===== src/rtl/types_pkg.sv =====
// rtl/types_pkg.sv - shared types, FU codes and helpers for the reservation station
package types_pkg;

  localparam int PREG_W = 7;
  localparam int AGE_W  = 3;
  localparam int OPC_W  = 7;
  localparam int XLEN   = 32;
  localparam int ROB_W  = 5;

  localparam logic [1:0] FU_ALU = 2'd0;
  localparam logic [1:0] FU_BR  = 2'd1;
  localparam logic [1:0] FU_MEM = 2'd2;

  localparam logic [AGE_W-1:0] AGE_MAX = '1;

  typedef struct packed {
    logic [OPC_W-1:0]  opcode;
    logic [XLEN-1:0]   pc;
    logic [PREG_W-1:0] prd;
    logic [PREG_W-1:0] pr1;
    logic              pr1_ready;
    logic [PREG_W-1:0] pr2;
    logic              pr2_ready;
    logic [XLEN-1:0]   imm;
    logic [ROB_W-1:0]  rob_index;
  } dispatch_pipeline_data;

  typedef struct packed {
    logic              valid;
    logic [1:0]        fu;
    logic [AGE_W-1:0]  age;
    logic [OPC_W-1:0]  opcode;
    logic [XLEN-1:0]   pc;
    logic [PREG_W-1:0] prd;
    logic [PREG_W-1:0] pr1;
    logic              pr1_ready;
    logic [PREG_W-1:0] pr2;
    logic              pr2_ready;
    logic [XLEN-1:0]   imm;
    logic [ROB_W-1:0]  rob_index;
  } rs_data;

  // p0 is hard-wired ready; a same-cycle broadcast also counts on insert.
  function automatic logic operand_ready(input logic [PREG_W-1:0] pr, input logic rdy,
                                         input logic wb_valid, input logic [PREG_W-1:0] wb_prd);
    return rdy || (pr == '0) || (wb_valid && (pr == wb_prd));
  endfunction

endpackage


===== src/rtl/reservation_station_if.sv =====
// rtl/reservation_station_if.sv - dispatch, wakeup, flush and issue signals of the reservation station
interface reservation_station_if;
  import types_pkg::*;

  logic                  disp_valid;
  logic [1:0]            disp_fu;
  dispatch_pipeline_data disp_data;
  logic                  disp_ready;
  logic                  wb_valid;
  logic [PREG_W-1:0]     wb_prd;
  logic                  flush;
  logic                  issue_valid;
  logic                  issue_ready;
  rs_data                issue_data;
  logic                  full;

  modport master (
    output disp_valid, disp_fu, disp_data, wb_valid, wb_prd, flush, issue_ready,
    input  disp_ready, issue_valid, issue_data, full
  );

  modport slave (
    input  disp_valid, disp_fu, disp_data, wb_valid, wb_prd, flush, issue_ready,
    output disp_ready, issue_valid, issue_data, full
  );

endinterface


===== src/rtl/rs_select.sv =====
// rtl/rs_select.sv - oldest-ready picker: highest age wins, ties go to the lowest index
module rs_select
  import types_pkg::*;
#(
  parameter int DEPTH = 8
) (
  input  logic [DEPTH-1:0]            eligible_i,
  input  logic [DEPTH-1:0][AGE_W-1:0] ages_i,
  output logic [DEPTH-1:0]            grant_o,
  output logic                        valid_o
);

  localparam int IW = (DEPTH > 1) ? $clog2(DEPTH) : 1;

  logic [AGE_W-1:0] best_age;
  logic [IW-1:0]    best_idx;
  logic             found;

  always_comb begin
    best_age = '0;
    best_idx = '0;
    found    = 1'b0;
    grant_o  = '0;
    // Strict greater-than keeps the earlier index on equal ages.
    for (int i = 0; i < DEPTH; i++) begin
      if (eligible_i[i] && (!found || (ages_i[i] > best_age))) begin
        found    = 1'b1;
        best_age = ages_i[i];
        best_idx = IW'(i);
      end
    end
    if (found) grant_o[best_idx] = 1'b1;
    valid_o = found;
  end

endmodule


===== src/rtl/reservation_station.sv =====
// rtl/reservation_station.sv - FU-filtered reservation station with wakeup, aging and oldest-ready issue
module reservation_station
  import types_pkg::*;
#(
  parameter int         DEPTH = 8,
  parameter logic [1:0] FU_ID = 2'd0
) (
  input logic                  clk,
  input logic                  reset,
  reservation_station_if.slave rs
);

  localparam int IW = (DEPTH > 1) ? $clog2(DEPTH) : 1;

  rs_data                      entries_q [DEPTH];
  rs_data                      entries_d [DEPTH];
  rs_data                      new_entry;
  rs_data                      issue_data_w;
  logic [DEPTH-1:0]            valid_vec;
  logic [DEPTH-1:0]            eligible;
  logic [DEPTH-1:0][AGE_W-1:0] ages;
  logic [DEPTH-1:0]            grant;
  logic                        sel_valid;
  logic                        full_w;
  logic                        issue_valid_w;
  logic                        accept;
  logic                        fire;
  logic [IW-1:0]               free_idx;
  logic                        free_found;

  always_comb begin
    valid_vec = '0;
    eligible  = '0;
    ages      = '0;
    for (int i = 0; i < DEPTH; i++) begin
      valid_vec[i] = entries_q[i].valid;
      eligible[i]  = entries_q[i].valid && entries_q[i].pr1_ready && entries_q[i].pr2_ready;
      ages[i]      = entries_q[i].age;
    end
  end

  rs_select #(.DEPTH(DEPTH)) u_select (
    .eligible_i (eligible),
    .ages_i     (ages),
    .grant_o    (grant),
    .valid_o    (sel_valid)
  );

  // Outputs are forced to their idle values while reset is held.
  assign full_w        = (&valid_vec) && !reset;
  assign issue_valid_w = sel_valid && !reset;
  assign accept        = rs.disp_valid && !full_w && (rs.disp_fu == FU_ID) && !rs.flush;
  assign fire          = issue_valid_w && rs.issue_ready;

  always_comb begin
    issue_data_w = '0;
    for (int i = 0; i < DEPTH; i++) begin
      if (issue_valid_w && grant[i]) issue_data_w = entries_q[i];
    end
  end

  assign rs.full        = full_w;
  assign rs.disp_ready  = !full_w;
  assign rs.issue_valid = issue_valid_w;
  assign rs.issue_data  = issue_data_w;

  always_comb begin
    free_idx   = '0;
    free_found = 1'b0;
    for (int i = 0; i < DEPTH; i++) begin
      if (!entries_q[i].valid && !free_found) begin
        free_idx   = IW'(i);
        free_found = 1'b1;
      end
    end
  end

  always_comb begin
    new_entry           = '0;
    new_entry.valid     = 1'b1;
    new_entry.fu        = rs.disp_fu;
    new_entry.opcode    = rs.disp_data.opcode;
    new_entry.pc        = rs.disp_data.pc;
    new_entry.prd       = rs.disp_data.prd;
    new_entry.pr1       = rs.disp_data.pr1;
    new_entry.pr2       = rs.disp_data.pr2;
    new_entry.imm       = rs.disp_data.imm;
    new_entry.rob_index = rs.disp_data.rob_index;
    new_entry.pr1_ready = operand_ready(rs.disp_data.pr1, rs.disp_data.pr1_ready,
                                        rs.wb_valid, rs.wb_prd);
    new_entry.pr2_ready = operand_ready(rs.disp_data.pr2, rs.disp_data.pr2_ready,
                                        rs.wb_valid, rs.wb_prd);
  end

  always_comb begin
    for (int i = 0; i < DEPTH; i++) begin
      entries_d[i] = entries_q[i];
      if (entries_q[i].valid) begin
        if (rs.wb_valid && (entries_q[i].pr1 == rs.wb_prd)) entries_d[i].pr1_ready = 1'b1;
        if (rs.wb_valid && (entries_q[i].pr2 == rs.wb_prd)) entries_d[i].pr2_ready = 1'b1;
        if (accept && (entries_q[i].age != AGE_MAX)) entries_d[i].age = entries_q[i].age + 3'd1;
      end
      // Issue beats a same-cycle wakeup; flush beats everything.
      if (fire && grant[i]) entries_d[i].valid = 1'b0;
      if (rs.flush)         entries_d[i].valid = 1'b0;
    end
    if (accept) entries_d[free_idx] = new_entry;
  end

  always_ff @(posedge clk) begin
    if (reset) begin
      for (int i = 0; i < DEPTH; i++) entries_q[i] <= '0;
    end else begin
      entries_q <= entries_d;
    end
  end

endmodule


===== src/flat_wrapper.sv =====
// flat-port wrapper written by rule: the top's interface ports become plain ports
module reservation_station_flat import types_pkg::*;
#(
  parameter int         DEPTH = 8,
  parameter logic [1:0] FU_ID = 2'd0
)
  (clk, reset, rs_disp_valid, rs_disp_fu, rs_disp_data, rs_wb_valid, rs_wb_prd, rs_flush, rs_issue_ready, rs_disp_ready, rs_issue_valid, rs_issue_data, rs_full);
  reservation_station_if rs_i ();
  input logic clk;
  input logic reset;
  input wire logic [$bits(rs_i.disp_valid)-1:0] rs_disp_valid;
  input wire logic [$bits(rs_i.disp_fu)-1:0] rs_disp_fu;
  input wire logic [$bits(rs_i.disp_data)-1:0] rs_disp_data;
  input wire logic [$bits(rs_i.wb_valid)-1:0] rs_wb_valid;
  input wire logic [$bits(rs_i.wb_prd)-1:0] rs_wb_prd;
  input wire logic [$bits(rs_i.flush)-1:0] rs_flush;
  input wire logic [$bits(rs_i.issue_ready)-1:0] rs_issue_ready;
  output wire logic [$bits(rs_i.disp_ready)-1:0] rs_disp_ready;
  output wire logic [$bits(rs_i.issue_valid)-1:0] rs_issue_valid;
  output wire logic [$bits(rs_i.issue_data)-1:0] rs_issue_data;
  output wire logic [$bits(rs_i.full)-1:0] rs_full;
  assign rs_i.disp_valid = rs_disp_valid;
  assign rs_i.disp_fu = rs_disp_fu;
  assign rs_i.disp_data = rs_disp_data;
  assign rs_i.wb_valid = rs_wb_valid;
  assign rs_i.wb_prd = rs_wb_prd;
  assign rs_i.flush = rs_flush;
  assign rs_i.issue_ready = rs_issue_ready;
  assign rs_disp_ready = rs_i.disp_ready;
  assign rs_issue_valid = rs_i.issue_valid;
  assign rs_issue_data = rs_i.issue_data;
  assign rs_full = rs_i.full;
  reservation_station #(.DEPTH(DEPTH), .FU_ID(FU_ID)) u_core (.clk(clk), .reset(reset), .rs(rs_i));
endmodule

===== config.mk =====
export PLATFORM = sky130hd
export DESIGN_NAME = reservation_station_flat
export DESIGN_NICKNAME = d
export VERILOG_FILES = /design/src/rtl/types_pkg.sv /design/src/rtl/reservation_station_if.sv /design/src/rtl/rs_select.sv /design/src/rtl/reservation_station.sv /design/src/flat_wrapper.sv
export SDC_FILE = /design/constraint.sdc
export NUM_CORES = 2
export LEC_CHECK = 0
export BUFFER_PORTS_ARGS = -buffer_cell sky130_fd_sc_hd__buf_2
export CORE_MARGIN = 8
export CORE_UTILIZATION = 35
export CTS_CLUSTER_SIZE = 20
export DETAILED_ROUTE_END_ITERATION = 8
export SYNTH_ARGS = -nofsm -noshare
export SYNTH_HDL_FRONTEND = slang
export SYNTH_SLANG_ARGS = --single-unit

===== constraint.sdc =====
create_clock -name clk -period 19.9 [get_ports clk]
set_input_delay 3.98 -clock clk [delete_from_list [all_inputs] [get_ports clk]]
set_output_delay 3.98 -clock clk [all_outputs]
set_load 0.01 [all_outputs]

==> metrics <==
run status complete, no violations; cell count after synthesis 4959; Synth Area per Inst around 7.7 µm²; antenna violations before repair 22; initial cell density of the core between 30% and 40%; maximum number of buffers from clock root to sink 3; number of hold violations in the final report 0; count of hold buffers inserted by post-cts repair 0; total power of the final layout around 3.5 mW; arrival time of the worst setup path 13.69 ns; synthesized netlist net count 5110; Slowest-stage cell, CP sky130_fd_sc_hd__o32ai_1; dominant register cell in the synthesized netlist sky130_fd_sc_hd__dfxtp_1; setup repair after global routing missed its margin no; Detail Route Antenna Nets 0; CP required 15.92 ns; Cells on Worst Hold Path 2; kind of start point of the critical path flop; I/O Buffers ~220; Setup Crit Path Kind flop to output pin; multiplexer share of the synthesized area 4.453%; kind of end point of the critical path output pin; count of standard-cell rows 121; RR Startpoint u_core.entries_q[839]; nets@finish 4968; clock input transition at the sequential cells of the worst setup and hold paths 0.07 ns; TritonCTS clock tree built; count of different cell masters after synthesis 63; Worst-Skew Late Latency a little under 0.7 ns; register area share after synthesis 44.17%; total power divided by cell area approximately 83 nW/µm²; max cap viols 0; final period utilization 88.80%; layout overhead on the synthesized area 11.64%; count of buffers added by post-CTS timing repair for setup 0; number of ports placed on the die boundary ~220; via count 36010; global-route wire length before repair 216.6 mm; First-pass DRT Iterations 9; depth of the most critical reg-to-reg path between 40 and 50; 1st-iter DRT viols ~4000; per-cell routed wire length about 23 µm; die height 345.8 µm; Resized cells post-CTS 0; maximum fanout count along the critical path 54; setup total negative slack 0 ns; worst setup path end rs_issue_data[102]; library cell with the largest summed area after synthesis sky130_fd_sc_hd__dfxtp_1; floorplan core area 108400 µm²; proportion of register bits with asynchronous set or reset after synthesis 0%; final instance area 42500 µm²; post-layout util 39.21%; placer congestion estimate approximately 0.9; post-synthesis adder-cell area fraction 1.216%; Overflow after GRT 0; commonest cells in the synthesized netlist sky130_fd_sc_hd__nand2_1, sky130_fd_sc_hd__a21oi_1, sky130_fd_sc_hd__dfxtp_1; Clock Sinks 840; yosys warns 0; Crit path largest cell delay 0.80 ns; top cell type's share of synthesized area 44.17%; DP Area 39500 µm²; Detail Placement HPWL roughly 80 mm; Critical path origin u_core.entries_q[839]; cell total after placement 6139; synth top area cells sky130_fd_sc_hd__dfxtp_1, sky130_fd_sc_hd__nand2_1, sky130_fd_sc_hd__a21oi_1; library cell used as clock root buffer sky130_fd_sc_hd__clkbuf_16; final setup violating endpoints 0; Total Wirelength 145.1 mm; area of the die 119600 µm²; horizontal die dimension 345.8 µm; register bit total from synthesis 840; Total GRT Usage approximately 23%; pins over their slew limit 0; shortest clock period the worst path allows after layout 17.67 ns; filler-free cell count of the finished design about 6300; CTS HTree Levels 3; largest net degree at the start of global routing 209; vias per inst 5.706; upper clock frequency limit 56.59 MHz; slew at the pin with the worst max-slew slack 1.182 ns; Synth Area in XOR/XNOR 3.083%; Slew Limit Headroom 21.23%; Leakage 14.45 nW; count of flip-flops with a built-in enable after synthesis 0; fraction of the mapped netlist area in simple logic gates 19.47%; most instantiated library cell after synthesis sky130_fd_sc_hd__nand2_1; share of final-layout standard cells stronger than drive strength 1 10.99%; drt drc 0; setup skew after layout 0.04120 ns; combinational family with the most area after synthesis compound AO/OA/AOI/OAI gates; clock buffer count from CTS 90; synthesized-area fraction occupied by ao, oa, aoi and oai cells 22.04%; worst ir drop on vdd ~54 µV; post-synth design cell area 38070 µm²; via count of the first global-routing pass 33760; flop-to-flop setup slack 8.93 ns; terminus of the critical flop-to-flop path u_core.entries_q[629]; class of the worst hold path flop to flop
routing by layer:
| layer | wire length (µm) | global-route usage (%) |
|---|---|---|
| met3 | 12200 | 4.512 |
| met2 | 65940 | 36.27 |
| met4 | 4150 | 7.935 |
| met5 | 104 | 0 |
| met1 | 62720 | 30.65 |
power breakdown:
group	internal, mW	switching, mW	total [mW]
sequential	1.69	0.00267	1.69
combinational	0.0244	0.0852	0.110
clock	0.993	0.721	1.71
through the flow:
stage               hold WS [ns]  setup slack [ns]
floorplan                 0.4329             6.445
global placement          0.4376             3.351
detailed placement        0.4428             3.228
CTS                       0.4515             2.443
global route              0.4653             1.478
finish                    0.4508             2.229
cell families after synthesis:
logic type               count (synthesis)
buffers and inverters                  522
AND/OR/NAND/NOR                       1863
flip-flops                             840
multiplexers                           159
adder cells (fa/ha/maj)                 37
XOR/XNOR                               134
AO/OA/AOI/OAI                         1404
cell type report:
class	instances	area (µm²)
timing repair buffer	273	1531
sequential	840	16820
clock buffer	126	2610
inverter	15	56.30
clock inverter	34	364.1
multi-input combinational	3597	19320
fill	11070	65900
tap	1414	1769
antenna	12	30.03
worst max-delay path: cells and delay by family, from the launching register on:
family / cells / cell delay [ns]
compound gates: 26 / 6.17
fa+ha+maj: 7 / 2.13
buf+inv: 3 / 1.77
flops: 1 / 0.56
mux: 1 / 0.38
simple gates: 10 / 1.89
layout by cell type (no fill, tap or decap), types with 5 or more instances in the layout:
cell type,instances
sky130_fd_sc_hd__clkinv_2,21
sky130_fd_sc_hd__clkbuf_8,18
sky130_fd_sc_hd__o21bai_1,61
sky130_fd_sc_hd__o32ai_1,62
sky130_fd_sc_hd__inv_1,15
sky130_fd_sc_hd__bufinv_16,6
sky130_fd_sc_hd__and3_1,26
sky130_fd_sc_hd__nand3_1,13
sky130_fd_sc_hd__xor2_1,112
sky130_fd_sc_hd__a222oi_1,41
sky130_fd_sc_hd__xnor2_1,22
sky130_fd_sc_hd__o21ai_0,67
sky130_fd_sc_hd__nor2_4,6
sky130_fd_sc_hd__a21oi_1,883
sky130_fd_sc_hd__nand2_4,8
sky130_fd_sc_hd__o22ai_1,103
sky130_fd_sc_hd__nor4_1,37
sky130_fd_sc_hd__nand3b_1,11
sky130_fd_sc_hd__nand2_1,1581
sky130_fd_sc_hd__o22a_1,61
sky130_fd_sc_hd__buf_2,220
sky130_fd_sc_hd__clkbuf_1,16
sky130_fd_sc_hd__and2_1,5
sky130_fd_sc_hd__nand4_1,8
sky130_fd_sc_hd__nor3_1,44
sky130_fd_sc_hd__buf_4,50
sky130_fd_sc_hd__mux2i_1,76
sky130_fd_sc_hd__diode_2,12
sky130_fd_sc_hd__a22oi_1,5
sky130_fd_sc_hd__dfxtp_1,840
sky130_fd_sc_hd__nor2_1,90
sky130_fd_sc_hd__a221oi_1,64
sky130_fd_sc_hd__clkbuf_16,92
sky130_fd_sc_hd__ha_1,37
sky130_fd_sc_hd__a211oi_1,18
sky130_fd_sc_hd__mux2_2,83
how the worst min path moves through the flow:
stage | from | endpoint | slack, ns
2_1_floorplan | flop | flop | 0.43
4_1_cts | flop | flop | 0.45
6_report | flop | flop | 0.45
3_3_place_gp | flop | flop | 0.44
5_1_grt | flop | flop | 0.47
3_5_place_dp | flop | flop | 0.44
No activity file was read; power rests on OpenSTA's default activity.
